==> src/rtl/framebuffer_ram_arbiter.sv <==
// Read-priority arbiter for the single-port framebuffer RAM, with a starvation guard for the loader.
// Optional write-stall statistics counter is built when ARB_STATS_EN is defined.
module framebuffer_ram_arbiter #(
    parameter int ADDR_WIDTH   = 11,
    parameter int DATA_WIDTH   = 16,
    parameter int STARVE_LIMIT = 8
) (
    input  logic                  clk_in,
    input  logic                  reset_n,
    input  logic                  rd_req,
    input  logic [ADDR_WIDTH-1:0] rd_addr,
    output logic                  rd_ready,
    output logic                  rd_valid,
    output logic [DATA_WIDTH-1:0] rd_data,
    input  logic                  wr_valid,
    input  logic [ADDR_WIDTH-1:0] wr_addr,
    input  logic [DATA_WIDTH-1:0] wr_data,
    output logic                  wr_ready,
    output logic [ADDR_WIDTH-1:0] ram_addr,
    output logic [DATA_WIDTH-1:0] ram_wdata,
    output logic                  ram_we,
    output logic                  ram_clk_enable,
    input  logic [DATA_WIDTH-1:0] ram_rdata,
    output logic [1:0]            grant,
    output logic [15:0]           wr_stall_count
);

    typedef enum logic [1:0] {
        GRANT_IDLE = 2'b00,
        GRANT_RD   = 2'b01,
        GRANT_WR   = 2'b10
    } grant_e;

    localparam logic [7:0] STARVE_MAX = 8'(STARVE_LIMIT);

    grant_e                  grant_q,     grant_d;
    logic [ADDR_WIDTH-1:0]   ram_addr_q,  ram_addr_d;
    logic [DATA_WIDTH-1:0]   ram_wdata_q, ram_wdata_d;
    logic                    ram_we_q,    ram_we_d;
    logic                    ram_ce_q,    ram_ce_d;
    logic [7:0]              starve_q,    starve_d;
    logic [1:0]              rd_pipe_q,   rd_pipe_d;
    logic                    rd_valid_q,  rd_valid_d;
    logic [DATA_WIDTH-1:0]   rd_data_q,   rd_data_d;

    logic force_wr_s;
    logic rd_grant_s;
    logic wr_grant_s;

    // Arbitration: reads win unless a waiting write has been starved for STARVE_LIMIT grants
    always_comb begin
        force_wr_s = wr_valid && (starve_q == STARVE_MAX);
        rd_ready   = !force_wr_s;
        wr_ready   = force_wr_s || !rd_req;
        rd_grant_s = rd_req && !force_wr_s;
        wr_grant_s = !rd_grant_s && wr_valid && wr_ready;
    end

    // Next-state for RAM pins, grant, starvation counter and the two-stage read return pipe
    always_comb begin
        grant_d     = GRANT_IDLE;
        ram_addr_d  = ram_addr_q;
        ram_wdata_d = ram_wdata_q;
        ram_we_d    = 1'b0;
        ram_ce_d    = 1'b0;
        starve_d    = starve_q;
        if (rd_grant_s) begin
            grant_d    = GRANT_RD;
            ram_addr_d = rd_addr;
            ram_ce_d   = 1'b1;
        end else if (wr_grant_s) begin
            grant_d     = GRANT_WR;
            ram_addr_d  = wr_addr;
            ram_wdata_d = wr_data;
            ram_we_d    = 1'b1;
            ram_ce_d    = 1'b1;
        end else begin
            grant_d = GRANT_IDLE;
        end

        if (wr_grant_s || !wr_valid) begin
            starve_d = 8'd0;
        end else if (rd_grant_s && (starve_q != STARVE_MAX)) begin
            starve_d = starve_q + 8'd1;
        end else begin
            starve_d = starve_q;
        end

        // Stage 0: address registered to the RAM; stage 1: RAM has sampled, data appears next edge
        rd_pipe_d  = {rd_pipe_q[0], rd_grant_s};
        rd_valid_d = rd_pipe_q[1];
        if (rd_pipe_q[1]) begin
            rd_data_d = ram_rdata;
        end else begin
            rd_data_d = rd_data_q;
        end
    end

    // State register with asynchronous active-low reset
    always_ff @(posedge clk_in or negedge reset_n) begin
        if (!reset_n) begin
            grant_q     <= GRANT_IDLE;
            ram_addr_q  <= '0;
            ram_wdata_q <= '0;
            ram_we_q    <= 1'b0;
            ram_ce_q    <= 1'b0;
            starve_q    <= 8'd0;
            rd_pipe_q   <= 2'b00;
            rd_valid_q  <= 1'b0;
            rd_data_q   <= '0;
        end else begin
            grant_q     <= grant_d;
            ram_addr_q  <= ram_addr_d;
            ram_wdata_q <= ram_wdata_d;
            ram_we_q    <= ram_we_d;
            ram_ce_q    <= ram_ce_d;
            starve_q    <= starve_d;
            rd_pipe_q   <= rd_pipe_d;
            rd_valid_q  <= rd_valid_d;
            rd_data_q   <= rd_data_d;
        end
    end

`ifdef ARB_STATS_EN
    logic [15:0] stall_q, stall_d;

    // Saturating count of cycles in which the loader is held off
    always_comb begin
        if (wr_valid && !wr_ready && (stall_q != 16'hFFFF)) begin
            stall_d = stall_q + 16'd1;
        end else begin
            stall_d = stall_q;
        end
    end

    // Stall counter register, cleared only by reset
    always_ff @(posedge clk_in or negedge reset_n) begin
        if (!reset_n) begin
            stall_q <= 16'd0;
        end else begin
            stall_q <= stall_d;
        end
    end

    assign wr_stall_count = stall_q;
`else
    assign wr_stall_count = 16'd0;
`endif

    assign grant          = grant_q;
    assign ram_addr       = ram_addr_q;
    assign ram_wdata      = ram_wdata_q;
    assign ram_we         = ram_we_q;
    assign ram_clk_enable = ram_ce_q;
    assign rd_valid       = rd_valid_q;
    assign rd_data        = rd_data_q;

endmodule

==> config.mk <==
export PLATFORM = sky130hd
export DESIGN_NAME = framebuffer_ram_arbiter
export DESIGN_NICKNAME = d
export VERILOG_FILES = /design/src/rtl/framebuffer_ram_arbiter.sv
export SDC_FILE = /design/constraint.sdc
export NUM_CORES = 1
export LEC_CHECK = 0
export ABC_AREA = 1
export CORE_UTILIZATION = 37
export DETAILED_ROUTE_END_ITERATION = 8
export GPL_TIMING_DRIVEN = 0
export HOLD_SLACK_MARGIN = 0.05
export PLACE_DENSITY = 0.77
export SYNTH_ARGS = -nofsm -noshare
export SYNTH_HDL_FRONTEND = slang
export SYNTH_SLANG_ARGS = --single-unit
==> constraint.sdc <==
create_clock -name clk_in -period 1.5 [get_ports clk_in]
set_input_delay 0.3 -clock clk_in [delete_from_list [all_inputs] [get_ports clk_in]]
set_output_delay 0.3 -clock clk_in [all_outputs]
set_load 0.01 [all_outputs]
==> Yosys cells after proc, flatten, opt, wreduce, memory -nomap -nowiden <==
Index checks and enable logic that the tools add are counted.
{ "classes": {"add_sub_neg": 1, "n_reduce_logical": 14, "n_bitwise": 1, "eq_ne": 2, "mux": 9} }
{ "op_table": {"columns": ["operator", "count"], "rows": [
  ["$mux W11", 2],
  ["$mux W8", 2],
  ["$add A8 B1 Y8 const B", 1],
  ["$eq A8 B4 Y1 const B", 1],
  ["$ne A8 B4 Y1 const B", 1],
  ["$logic_and A1 B1 Y1", 5],
  ["$logic_not A1 Y1", 4],
  ["$mux W2", 2],
  ["$reduce_bool A2 Y1", 2],
  ["$mux W1", 3],
  ["$logic_or A1 B1 Y1", 2],
  ["$reduce_and A2 Y1", 1],
  ["$not A1 Y1", 1]
]} }
{ "totals": {"ff_bits": 58, "word_cells": 36, "output_inout_bits": 66} }

==> Longest topological paths before layout <==
{ "logic_depth": {"depth_word": 9, "depth_mapped": 10} }

==> Worst setup path after synthesis <==
No wires, ideal clock.
{ "synth_path": {"kind": "register -> output", "start": "register starve_q[0]", "end": "output wr_ready", "path_stages_with_launch": 9, "arrival_ns": 1.130, "n_path_buf": 2, "setup_slack_ns": 0.070, "path_cell_list": "dfrtp_1 inv_1 ha_1 nand2_1 nor2_1 nand2_2 nand2_4 buf_6 buf_6"} }
{ "synth_between": {"elab_chain_len": 3} }
{ "synth_rtl": {"columns": ["element", "line", "source"], "rows": [
  ["start: declaration", "41", "logic [7:0] starve_q, starve_d;"],
  ["start signal: assignment", "117", "starve_q <= starve_d;"],
  ["$eq A8 B4 Y1", "52", "force_wr_s = wr_valid && (starve_q == STARVE_MAX);"],
  ["$logic_and A1 B1 Y1", "52", null],
  ["$logic_or A1 B1 Y1", "54", "wr_ready = force_wr_s || !rd_req;"],
  ["end: declaration", "18", "output logic wr_ready,"]
]} }
Every way passes these cells.

==> Worst setup path in the final report <==
{ "layout_path": {"start": "register starve_q[1]", "end": "output wr_ready"} }
The elaborated chain is that of the path after synthesis.

==> impl_metrics.csv <==
group,metric,value,unit
clock_tree,clkLatencyLatePin,0.31,ns
sta,layout_setup_ws,-0.311,ns
clock_tree,clk_path_buf_depth,2,
outcome,status,"finished with violations",
floorplanning,die_y,84.8,um
detailed_routing,first_pass_iters,6,
clock_tree,clkSlewWorstSetupHoldPaths,0.10,ns
final_layout,final_cell_mix,"nand2_1 (68), dfrtp_1 (56), clkdlybuf4s50_1 (55)",
detailed_routing,drt_iter0_markers,93,
setup_path,critPathMaxFanout,2,
sta,max_slew_margin,51.8,%
yosys,syn_area,2540,sq um
power,p_int,0.00264,W
power,clkPwrFrac,29.0,%
floorplanning,core_area,6490,sq um
floorplanning,io_pins,124,
hold_path,hold_end,"rd_valid",
power,pwr-share-seq,48.2,%
hold_path,hold_path.class,"flop to flop",
floorplanning,die-area,7190,sq um
place,routabilityCongestion,0.742,
power,comb_power_share,22.8,%
sta,period_needed,1.81,ns
sta,report.final.slew_viol_count,0,
global_routing,grt_first_pass_wirelength,9980,um
detailed_routing,wl_per_cell,12.5,um
sta,fin_hold_ws,0.377,ns
global_routing,antenna_found_initial,0,
floorplanning,die_w,84.8,um
sta,grt_setup_unrepaired,"true",
detailed_routing,vias_per_cell,4.58,
setup_path,cp_top_family,"flip-flops",
power,leakage,2.17,nW
final_layout,fin_nets,484,
place,dp_slack,-0.883,ns
final_layout,mostFrequentLayoutCell,"nand2_1",
final_layout,ff_latch_area,1400,sq um
place,io_buffers,107,
sta,period_share,121,%
yosys,yosys_register_bits,56,
power,max-vdd-ir-drop,401,uV
detailed_routing,ant_nets,0,
flow_run,cap_violations,0,
final_layout,diodes,0,
yosys,ys_types,20,
setup_path,slowest_stage,"dfrtp_1",
clock_tree,cts.root.buffer_cell,"clkbuf_8",
final_layout,num-fill-cells,600,
global_routing,grt_usage,17.4,%
clock_tree,cts_buffers,5,
setup_path,worst-setup-path-type,"flop to output port",
clock_tree,numClockSinks,56,
setup_path,worstSetupEndpointType,"output port",
setup_path,timing.rr.start,"starve_q[1]",
outcome,violations,"design-rule violations, negative setup slack",
setup_path,r2r_setup_slack,-0.22,ns
sta,finalHoldViolations,0,
setup_path,max_stage_delay,0.40,ns
detailed_routing,drcViolationCount,8,
setup_path,cp.arrival,1.51,ns
setup_path,start_kind,"flop",
place,hpwl,4370,um
clock_tree,htreeDepth,2,
final_layout,multiInputGateArea,1010,sq um
detailed_routing,via_count,2299,
setup_path,worst_ep_required_time,1.20,ns
floorplanning,initial_utilization,39.0,%
power,switching_share,25.7,%
sta,setup_violations,31,
setup_path,r2r_end,"ram_wdata[8]",
sta,tightestPinTransition,0.722,ns
global_routing,overflow,0,
sta,fmax,0.552,GHz
sta,skew,0.0125,ns
yosys,yosysSeqAreaShare,55.3,%
hold_path,hold_depth,0,
global_routing,grt_max_degree,32,
setup_path,path_depth,9,
setup_path,worst-r2r-cell-count,14,
clock_tree,cts_tree,"yes",
floorplanning,rows,29,
hold_path,hold_start,"rd_pipe_q[1]",
global_routing,grt_pass1_vias,2304,
yosys,syn_inst,273,
setup_path,path_cells,"inv_2 -> ha_4 -> nand2_2 -> nor2_2 -> nand2_2 -> nand2_4 -> buf_8 -> buf_8 -> buf_6",
power,p_switching,0.000917,W
power,power,0.00356,W
final_layout,syn2layout_area_growth,65.4,%
power,powerDensity,849,nW/um^2
yosys,yosys_warnings,0,
detailed_routing,routed_wl,6280,um
final_layout,drive_gt1_share,25.6,%
setup_path,critical_path_buf_inv_count,4,
yosys,syn_avg_cell_area,9.29,sq um
-- repair_timing --
| action | CTS | global route |
|---|---|---|
| endpoints found under the setup margin | 55 | 43 |
| gates resized for setup | 64 | 50 |
| endpoints found under the hold margin | 11 | 0 |
| pin swaps | 3 | 7 |
| gates cloned | 2 | 0 |
| setup buffers | 8 | 11 |
| hold buffers | 1 | 0 |
-- cells by family (layout without fill, tap and decap cells) --
group,Yosys count,after routing,share of synthesized area (%)
xor+xnor,2,2,0.691
buf+inv,54,191,12.0
compound gates,1,1,0.197
mux,16,16,7.10
flops,56,56,55.3
other cells,1,16,0.148
simple gates,141,141,23.6
fa+ha+maj,2,2,0.987
-- synth_stat cells (all sizes together) --
library cell,instances,area (sq um)
nor3,1,5.00
nor2,13,48.8
mux2,16,180
nand2,84,328
nand3,42,210
xor2,1,8.76
dfrtp,56,1400
ha,2,25.0
clkbuf,3,11.3
conb,1,3.75
buf,27,204
inv,24,90.1
xnor2,1,8.76
o21ai,1,5.00
nand4,1,6.26
-- layer usage --
| layer | global-route usage, % | vias up | wire length [um] |
|---|---|---|---|
| met2 | 31.3 | 90 | 3270 |
| met1 | 19.6 | 1079 | 2490 |
| met5 | 0 | - | 0 |
| li1 | - | 1126 | - |
| met3 | 6.00 | 4 | 497 |
| met4 | 4.62 | 0 | 24 |
-- per-stage QoR --
stage	cells	cell area (sq um)	util, %	setup TNS, ns
2_1_floorplan	288	2590	-	0
3_3_place_gp	472	3760	57.9	-101.10
3_5_place_dp	473	3770	58.1	-12.25
4_1_cts	492	3970	61.1	-1.24
5_1_grt	502	4190	64.6	-8.75
6_report	502	4190	64.6	-4.72
-- registers in the layout, indices dropped and copies added (netlist names) --
signal and flops:
ram_wdata 16, rd_data 16, ram_addr 11, starve_q 8, rd_pipe_q 2, grant 1, ram_clk_enable 1, rd_valid 1
-- power by group through the flow --
stage                     clock network [W]  registers, W  logic (W)
after floorplan                           0       0.00181   0.000251
after global placement                    0       0.00174   0.000805
after detailed placement                  0       0.00175   0.000825
after CTS                           0.00107       0.00171   0.000765
after global routing                0.00112       0.00173   0.000885
final                               0.00103       0.00172   0.000812
-- worst max-delay path by stage --
stage,start,to,slack [ns]
floorplan,starve_q[0],wr_ready,0.07
global placement,reset_n,rd_data[0],-1.60
detailed placement,wr_valid,wr_ready,-0.88
CTS,starve_q[0],wr_ready,-0.34
global route,starve_q[1],wr_ready,-0.41
finish,starve_q[1],wr_ready,-0.31
-- worst reg2reg max path: cells and delay by family, from the launching register on --
family / cells / cell delay (ns)
buffers and inverters: 6 / 0.60
AND/OR/NAND/NOR: 7 / 0.50
flip-flops: 1 / 0.40
adder cells (fa/ha/maj): 1 / 0.13
-- final cells by class --
| cell class | count | share of cell area (%) |
|---|---|---|
| timing repair buffer | 129 | 29.7 |
| multi-input combinational | 178 | 24.0 |
| clock inverter | 2 | 0.925 |
| tap | 77 | 2.30 |
| inverter | 24 | 2.27 |
| buffer | 30 | 5.49 |
| clock buffer | 6 | 1.97 |
| sequential | 56 | 33.4 |
(Power assumes the default switching activity.)
